File: config.mk
export PLATFORM = sky130hd
export DESIGN_NAME = bcd_updown_counter_flat
export DESIGN_NICKNAME = d
export VERILOG_FILES = /design/src/rtl/bcd_pkg.sv /design/src/rtl/bcd_updown_counter_if.sv /design/src/rtl/bcd_digit.sv /design/src/rtl/bcd_updown_counter.sv /design/src/flat_wrapper.sv
export SDC_FILE = /design/constraint.sdc
export NUM_CORES = 1
export LEC_CHECK = 0
export BUFFER_PORTS_ARGS = -buffer_cell sky130_fd_sc_hd__buf_4
export CAP_MARGIN = 5
export CORE_MARGIN = 1
export CORE_UTILIZATION = 45
export CTS_BUF_LIST = sky130_fd_sc_hd__clkbuf_4
export CTS_CLUSTER_DIAMETER = 40
export CTS_CLUSTER_SIZE = 40
export DETAILED_ROUTE_END_ITERATION = 7
export GPL_ROUTABILITY_DRIVEN = 0
export GPL_TIMING_DRIVEN = 1
export HOLD_SLACK_MARGIN = 0.08
export PLACE_DENSITY = 0.71
export SLEW_MARGIN = 10
export SYNTH_ARGS = -nofsm -noshare
export SYNTH_HDL_FRONTEND = slang
export SYNTH_SLANG_ARGS = --single-unit
File: constraint.sdc
create_clock -name clk -period 2.45 [get_ports clk]
set_input_delay 0.245 -clock clk [delete_from_list [all_inputs] [get_ports clk]]
set_output_delay 0.245 -clock clk [all_outputs]
set_load 0.01 [all_outputs]
File: src/rtl/bcd_pkg.sv
// Shared BCD definitions for the multi-digit up/down counter.
package bcd_pkg;

  localparam int         BCD_W      = 4;
  localparam logic [3:0] BCD_MAX    = 4'd9;
  localparam int         MAX_DIGITS = 8;

  // Count direction, matching the encoding of the mode input.
  typedef enum logic {
    DIR_DOWN = 1'b0,
    DIR_UP   = 1'b1
  } dir_e;

  // Force a nibble back into the decimal range; anything above 9 reads as 9.
  function automatic logic [3:0] bcd_clamp(input logic [3:0] d);
    return (d > BCD_MAX) ? BCD_MAX : d;
  endfunction

  // True when the lowest `digits` nibbles of vec are all 9.
  function automatic logic is_all_nines(input logic [BCD_W*MAX_DIGITS-1:0] vec,
                                        input int digits);
    logic r;
    r = 1'b1;
    for (int i = 0; i < MAX_DIGITS; i++) begin
      if (i < digits && vec[i*BCD_W +: BCD_W] != BCD_MAX) r = 1'b0;
    end
    return r;
  endfunction

endpackage

File: src/rtl/bcd_updown_counter_if.sv
// Control and result bundle between a controller and the BCD counter.
interface bcd_updown_counter_if #(
  parameter int DIGITS = 4
);
  logic                  en;
  logic                  mode;
  logic                  load;
  logic [4*DIGITS-1:0]   load_val;
  logic [4*DIGITS-1:0]   number;
  logic                  zero;
  logic                  tc;

  // Controller side: drives controls, observes the count.
  modport master (
    output en, mode, load, load_val,
    input  number, zero, tc
  );

  // Counter side.
  modport slave (
    input  en, mode, load, load_val,
    output number, zero, tc
  );
endinterface

File: src/rtl/bcd_digit.sv
// One decimal digit of the cascaded counter: load, step up/down, rollover flag.
module bcd_digit
  import bcd_pkg::*;
(
  input  logic       clk,
  input  logic       rst,
  input  logic       load,
  input  logic [3:0] load_digit,
  input  logic       step,
  input  logic       mode,
  input  logic       wrap_en,
  output logic [3:0] digit,
  output logic       roll
);

  logic [3:0] digit_q, digit_d;

  // Digit sits at the value from which the next step carries/borrows.
  assign roll  = (mode == DIR_UP) ? (digit_q == BCD_MAX) : (digit_q == 4'd0);
  assign digit = digit_q;

  // Next digit value: load has priority, then a step in the selected direction.
  // wrap_en only matters for the top digit; the step chain already blocks a
  // saturating step, so this is a second guard that keeps the top digit put.
  always_comb begin
    digit_d = digit_q;
    if (load) begin
      digit_d = bcd_clamp(load_digit);
    end else if (step) begin
      if (roll) begin
        if (wrap_en) digit_d = (mode == DIR_UP) ? 4'd0 : BCD_MAX;
      end else begin
        digit_d = (mode == DIR_UP) ? digit_q + 4'd1 : digit_q - 4'd1;
      end
    end
  end

  // Digit register.
  always_ff @(posedge clk) begin
    if (rst) digit_q <= 4'd0;
    else     digit_q <= digit_d;
  end

endmodule

File: src/rtl/bcd_updown_counter.sv
// Multi-digit BCD up/down counter with load, wrap/saturate and terminal-count
// pulse. Outputs are registered one cycle behind the internal count.
module bcd_updown_counter
  import bcd_pkg::*;
#(
  parameter int DIGITS = 4,
  parameter bit WRAP   = 1'b1
) (
  input  logic                clk,
  input  logic                rst,
  bcd_updown_counter_if.slave bus
);

  localparam int W = BCD_W * DIGITS;

  logic [DIGITS-1:0][BCD_W-1:0] cnt;
  logic [DIGITS-1:0]            roll;
  logic [DIGITS-1:0]            step;
  logic                         terminal;
  logic                         tc_event;

  logic [W-1:0] number_q, number_d;
  logic         zero_q,   zero_d;
  logic         tc_pend_q, tc_pend_d;
  logic         tc_q,     tc_d;

  // Every digit at its rollover value is exactly all-9 going up or all-0
  // going down, so the terminal test falls out of the roll flags.
  // The step chain ripples from digit 0; a saturating counter at terminal
  // never starts the chain, so every digit holds.
  always_comb begin
    terminal = &roll;
    tc_event = bus.en & ~bus.load & terminal;
    step     = '0;
    step[0]  = bus.en & ~bus.load & ~(terminal & ~WRAP);
    for (int i = 1; i < DIGITS; i++) begin
      step[i] = step[i-1] & roll[i-1];
    end
  end

  for (genvar g = 0; g < DIGITS; g++) begin : g_digit
    bcd_digit u_digit (
      .clk        (clk),
      .rst        (rst),
      .load       (bus.load),
      .load_digit (bus.load_val[g*BCD_W +: BCD_W]),
      .step       (step[g]),
      .mode       (bus.mode),
      .wrap_en    ((g == DIGITS-1) ? WRAP : 1'b1),
      .digit      (cnt[g]),
      .roll       (roll[g])
    );
  end

  // Output stage: number/zero mirror cnt one edge late. The tc event is
  // delayed twice so the pulse lines up with the wrapped/held value on number.
  always_comb begin
    number_d  = cnt;
    zero_d    = (cnt == '0);
    tc_pend_d = tc_event;
    tc_d      = tc_pend_q;
  end

  // Output registers.
  always_ff @(posedge clk) begin
    if (rst) begin
      number_q  <= '0;
      zero_q    <= 1'b0;
      tc_pend_q <= 1'b0;
      tc_q      <= 1'b0;
    end else begin
      number_q  <= number_d;
      zero_q    <= zero_d;
      tc_pend_q <= tc_pend_d;
      tc_q      <= tc_d;
    end
  end

  assign bus.number = number_q;
  assign bus.zero   = zero_q;
  assign bus.tc     = tc_q;

endmodule

File: src/flat_wrapper.sv
// flat-port wrapper written by rule: the top's interface ports become plain ports
module bcd_updown_counter_flat import bcd_pkg::*;
#(
  parameter int DIGITS = 4,
  parameter bit WRAP   = 1'b1
)
  (clk, rst, bus_en, bus_mode, bus_load, bus_load_val, bus_number, bus_zero, bus_tc);
  bcd_updown_counter_if #(.DIGITS(DIGITS)) bus_i ();
  input  logic clk;
  input  logic rst;
  input wire logic [$bits(bus_i.en)-1:0] bus_en;
  input wire logic [$bits(bus_i.mode)-1:0] bus_mode;
  input wire logic [$bits(bus_i.load)-1:0] bus_load;
  input wire logic [$bits(bus_i.load_val)-1:0] bus_load_val;
  output wire logic [$bits(bus_i.number)-1:0] bus_number;
  output wire logic [$bits(bus_i.zero)-1:0] bus_zero;
  output wire logic [$bits(bus_i.tc)-1:0] bus_tc;
  assign bus_i.en = bus_en;
  assign bus_i.mode = bus_mode;
  assign bus_i.load = bus_load;
  assign bus_i.load_val = bus_load_val;
  assign bus_number = bus_i.number;
  assign bus_zero = bus_i.zero;
  assign bus_tc = bus_i.tc;
  bcd_updown_counter #(.DIGITS(DIGITS), .WRAP(WRAP)) u_core (.clk(clk), .rst(rst), .bus(bus_i));
endmodule
==> reports/qor.txt <==
status -> completed
dpl ws -> 0.408 ns
DRT Pass-1 Iters -> 4
final worst slack -> 0.545 ns
Max VDD drop -> 0.378 mV
CP Max Fanout -> 5
Worst Path Required -> 2.73 ns
pin count of the biggest net entering global routing -> 37
P_leak -> 1.01 nW
Final TNS setup -> 0 ns
clock transition at the registers of the reported paths -> 0.11 ns
DRT Wirelength -> 4530 um
Critical Path Slowest Stage Cell -> dfxtp_1
CTS root buffer -> clkbuf_4
Critical Path Source -> u_core.g_digit[1].u_digit.digit[2]$_SDFFE_PP0P_
Core Rows -> 23
Iteration-0 DRC Markers -> 127
area of the multi-input gates -> 1190 sq um
power per cell area -> 611 nW/um^2
Worst setup endpoint -> u_core.g_digit[1].u_digit.digit[3]$_SDFFE_PP0P_
worst path cell trace -> ha_1 -> a21oi_1 -> a21oi_1 -> a311o_1 -> a311o_1 -> o22ai_1
H-tree depth -> 2
Synth Area per Inst -> 8.62 sq um
hold buffers post-CTS -> 0
die footprint -> 4710 sq um
Syn Nets -> 265
total CTS buffers -> 5
Worst slew margin -> 68.9%
R2R Path End -> u_core.g_digit[1].u_digit.digit[3]$_SDFFE_PP0P_
Layout Skew -> 0.00408 ns
all-layer global routing usage -> 21.6%
antenna violations before repair -> 0
Worst R2R Path Depth -> 6
Layout area overhead -> 20.8%
number of flops mapped to enable cells by yosys -> 0
Die Wd -> 68.7 um
ANT nets after route -> 0
number of global-route vias before repair -> 1,625
die height -> 68.7 um
Antenna Cells -> 0
Avg Vias per Cell -> 5.71
global route overflow -> 0
Routed wire per std cell -> 14.2 um
final setup vio count -> 0
Fillers -> 394
Vias -> 1,816
period utilization -> 77.8%
final worst path period need -> 1.91 ns
slowest cell delay on critical path -> 0.41 ns
Crit Path Category -> flop to flop
Seq/Total Area, Yosys -> 35.0%
fin. max-slew vios -> 0
CP endpoint kind -> flop
DRC errors left -> 0
Synth top area share -> 35.0%
Clock Sinks -> 35
Buffers on Ports -> 38
layout cell share with drive strength beyond 1 -> 21.3%
commonest non-fill, non-tap cells in the layout -> buf_4 (41), dfxtp_1 (35), nor2_1 (30), a21oi_1 (16), inv_1 (12)
later-pin clock latency in the skew report -> 0.34 ns
max cap viols -> 0
Worst-Margin Slew -> 0.462 ns
commonest non-fill, non-tap cell in the layout -> buf_4
crit path launch type -> flop
Yosys Warn Count -> 0
storage element area -> 701 sq um
final net count -> 300
WP data arrival -> 2.18 ns
Final Hold Viols -> 0
area leader, netlist -> dfxtp_1
final core utilization -> 58.3%
Synth async-reset ratio -> 0%
Synth area leaders -> dfxtp_1 (35%), nor2_1 (5.6%), ha_1 (5.0%), a21oi_1 (4.0%), fa_1 (4.0%)
#FFs+latches synth -> 35
Pwr Total -> 0.00147 W
RSZ-0062 raised after global routing -> false
first-pass GRT wire length -> 7400 um
Cell Area, Synth -> 2000 sq um
io pins -> 39
ys flop type -> dfxtp_1
post-CTS setup repair buffer count -> 0
placeable core area -> 4140 sq um
Initial Util -> 48.2%
RR Startpoint -> u_core.g_digit[1].u_digit.digit[2]$_SDFFE_PP0P_
DP HPWL -> 3250 um
post-cts gate resize count -> 0
Distinct cells, synth -> 51
Achievable Freq -> 0.525 GHz
Synth Instances -> 232
type of the worst min-delay path -> primary input to flop
Max Root-Sink Buffers -> 2
reg-to-reg slack, setup -> 0.54 ns
CTS tree -> yes
state kept, by name, summed over array words and instances, names as in the netlist:
| name | count |
|---|---|
| u_core.bus.tc | 1 |
| u_core.tc_d | 1 |
| u_core.bus.number | 16 |
| u_core.bus.zero | 1 |
| u_core.g_digit.u_digit.digit | 16 |
per-stage QoR:
step	instances	hold WS, ns	instance area, sq um
2_1_floorplan	232	0.404	2000
3_3_place_gp	310	0.426	2310
3_5_place_dp	310	0.423	2310
4_1_cts	318	0.182	2410
5_1_grt	318	0.184	2410
6_report	318	0.186	2410
worst min-delay path by stage:
stage	start	endpoint	slack, ns	cells after the start
after floorplan	bus_load_val[7]	u_core.g_digit[1].u_digit.digit[3]$_SDFFE_PP0P_	0.40	2
after global placement	u_core.tc_d$_SDFF_PP0_	u_core.bus.tc$_SDFF_PP0_	0.43	1
after detailed placement	u_core.tc_d$_SDFF_PP0_	u_core.bus.tc$_SDFF_PP0_	0.42	1
after CTS	bus_load_val[7]	u_core.g_digit[1].u_digit.digit[3]$_SDFFE_PP0P_	0.18	3
after global routing	bus_load_val[5]	u_core.g_digit[1].u_digit.digit[1]$_SDFFE_PP0P_	0.18	3
final	bus_load_val[7]	u_core.g_digit[1].u_digit.digit[3]$_SDFFE_PP0P_	0.19	3
worst max-delay path, delay by kind of cell, from the launching register on:
family                   cells  cell delay [ns]
adder cells (fa/ha/maj)      1             0.29
flip-flops                   1             0.41
AO/OA/AOI/OAI                5             1.13
layout make-up:
type,instances,share of cell area [%]
Multi-Input combinational cell,171,49.3
Sequential cell,35,29.0
Timing Repair Buffer,41,12.7
Clock inverter,3,2.80
Tap cell,50,2.59
Inverter,13,2.02
Clock buffer,5,1.55
cell usage after synthesis (4+ instances only):
library cell / n
ha_1: 8
nand3_1: 10
nand2_1: 8
a21oi_1: 16
nor2_1: 30
nand2b_1: 4
dfxtp_1: 35
nor4_1: 5
fa_1: 4
a221oi_1: 5
nor2b_1: 10
xnor2_1: 6
nor3_1: 4
o21ai_0: 9
inv_1: 12
clkbuf_1: 9
a211oi_1: 7
and3_1: 5
cell families after synthesis:
kind of cell	Yosys count	share of synthesized area (%)
buffers and inverters	26	5.44
XOR/XNOR	8	3.50
adder cells (fa/ha/maj)	12	9.01
flip-flops	35	35.0
AO/OA/AOI/OAI	61	22.0
multiplexers	2	1.00
AND/OR/NAND/NOR	88	24.0
routing by layer:
layer	global-route usage, %	up-vias	wire length (um)
met5	0	-	0
met4	7.03	0	48
met3	4.93	6	278
met2	35.7	60	2090
met1	27.5	843	2110
li1	-	907	-
where the power goes:
part | total, W | internal (W) | switching (W) | leakage, nW
combinational | 0.000309 | 0.000144 | 0.000165 | 0.673
clock | 0.000522 | 0.000317 | 0.000205 | 0.0514
sequential | 0.000643 | 0.000603 | 0.0000405 | 0.288
total | 0.00147 | 0.00106 | 0.000410 | 1.01
Note: power is estimated with default switching activity, not from simulation.
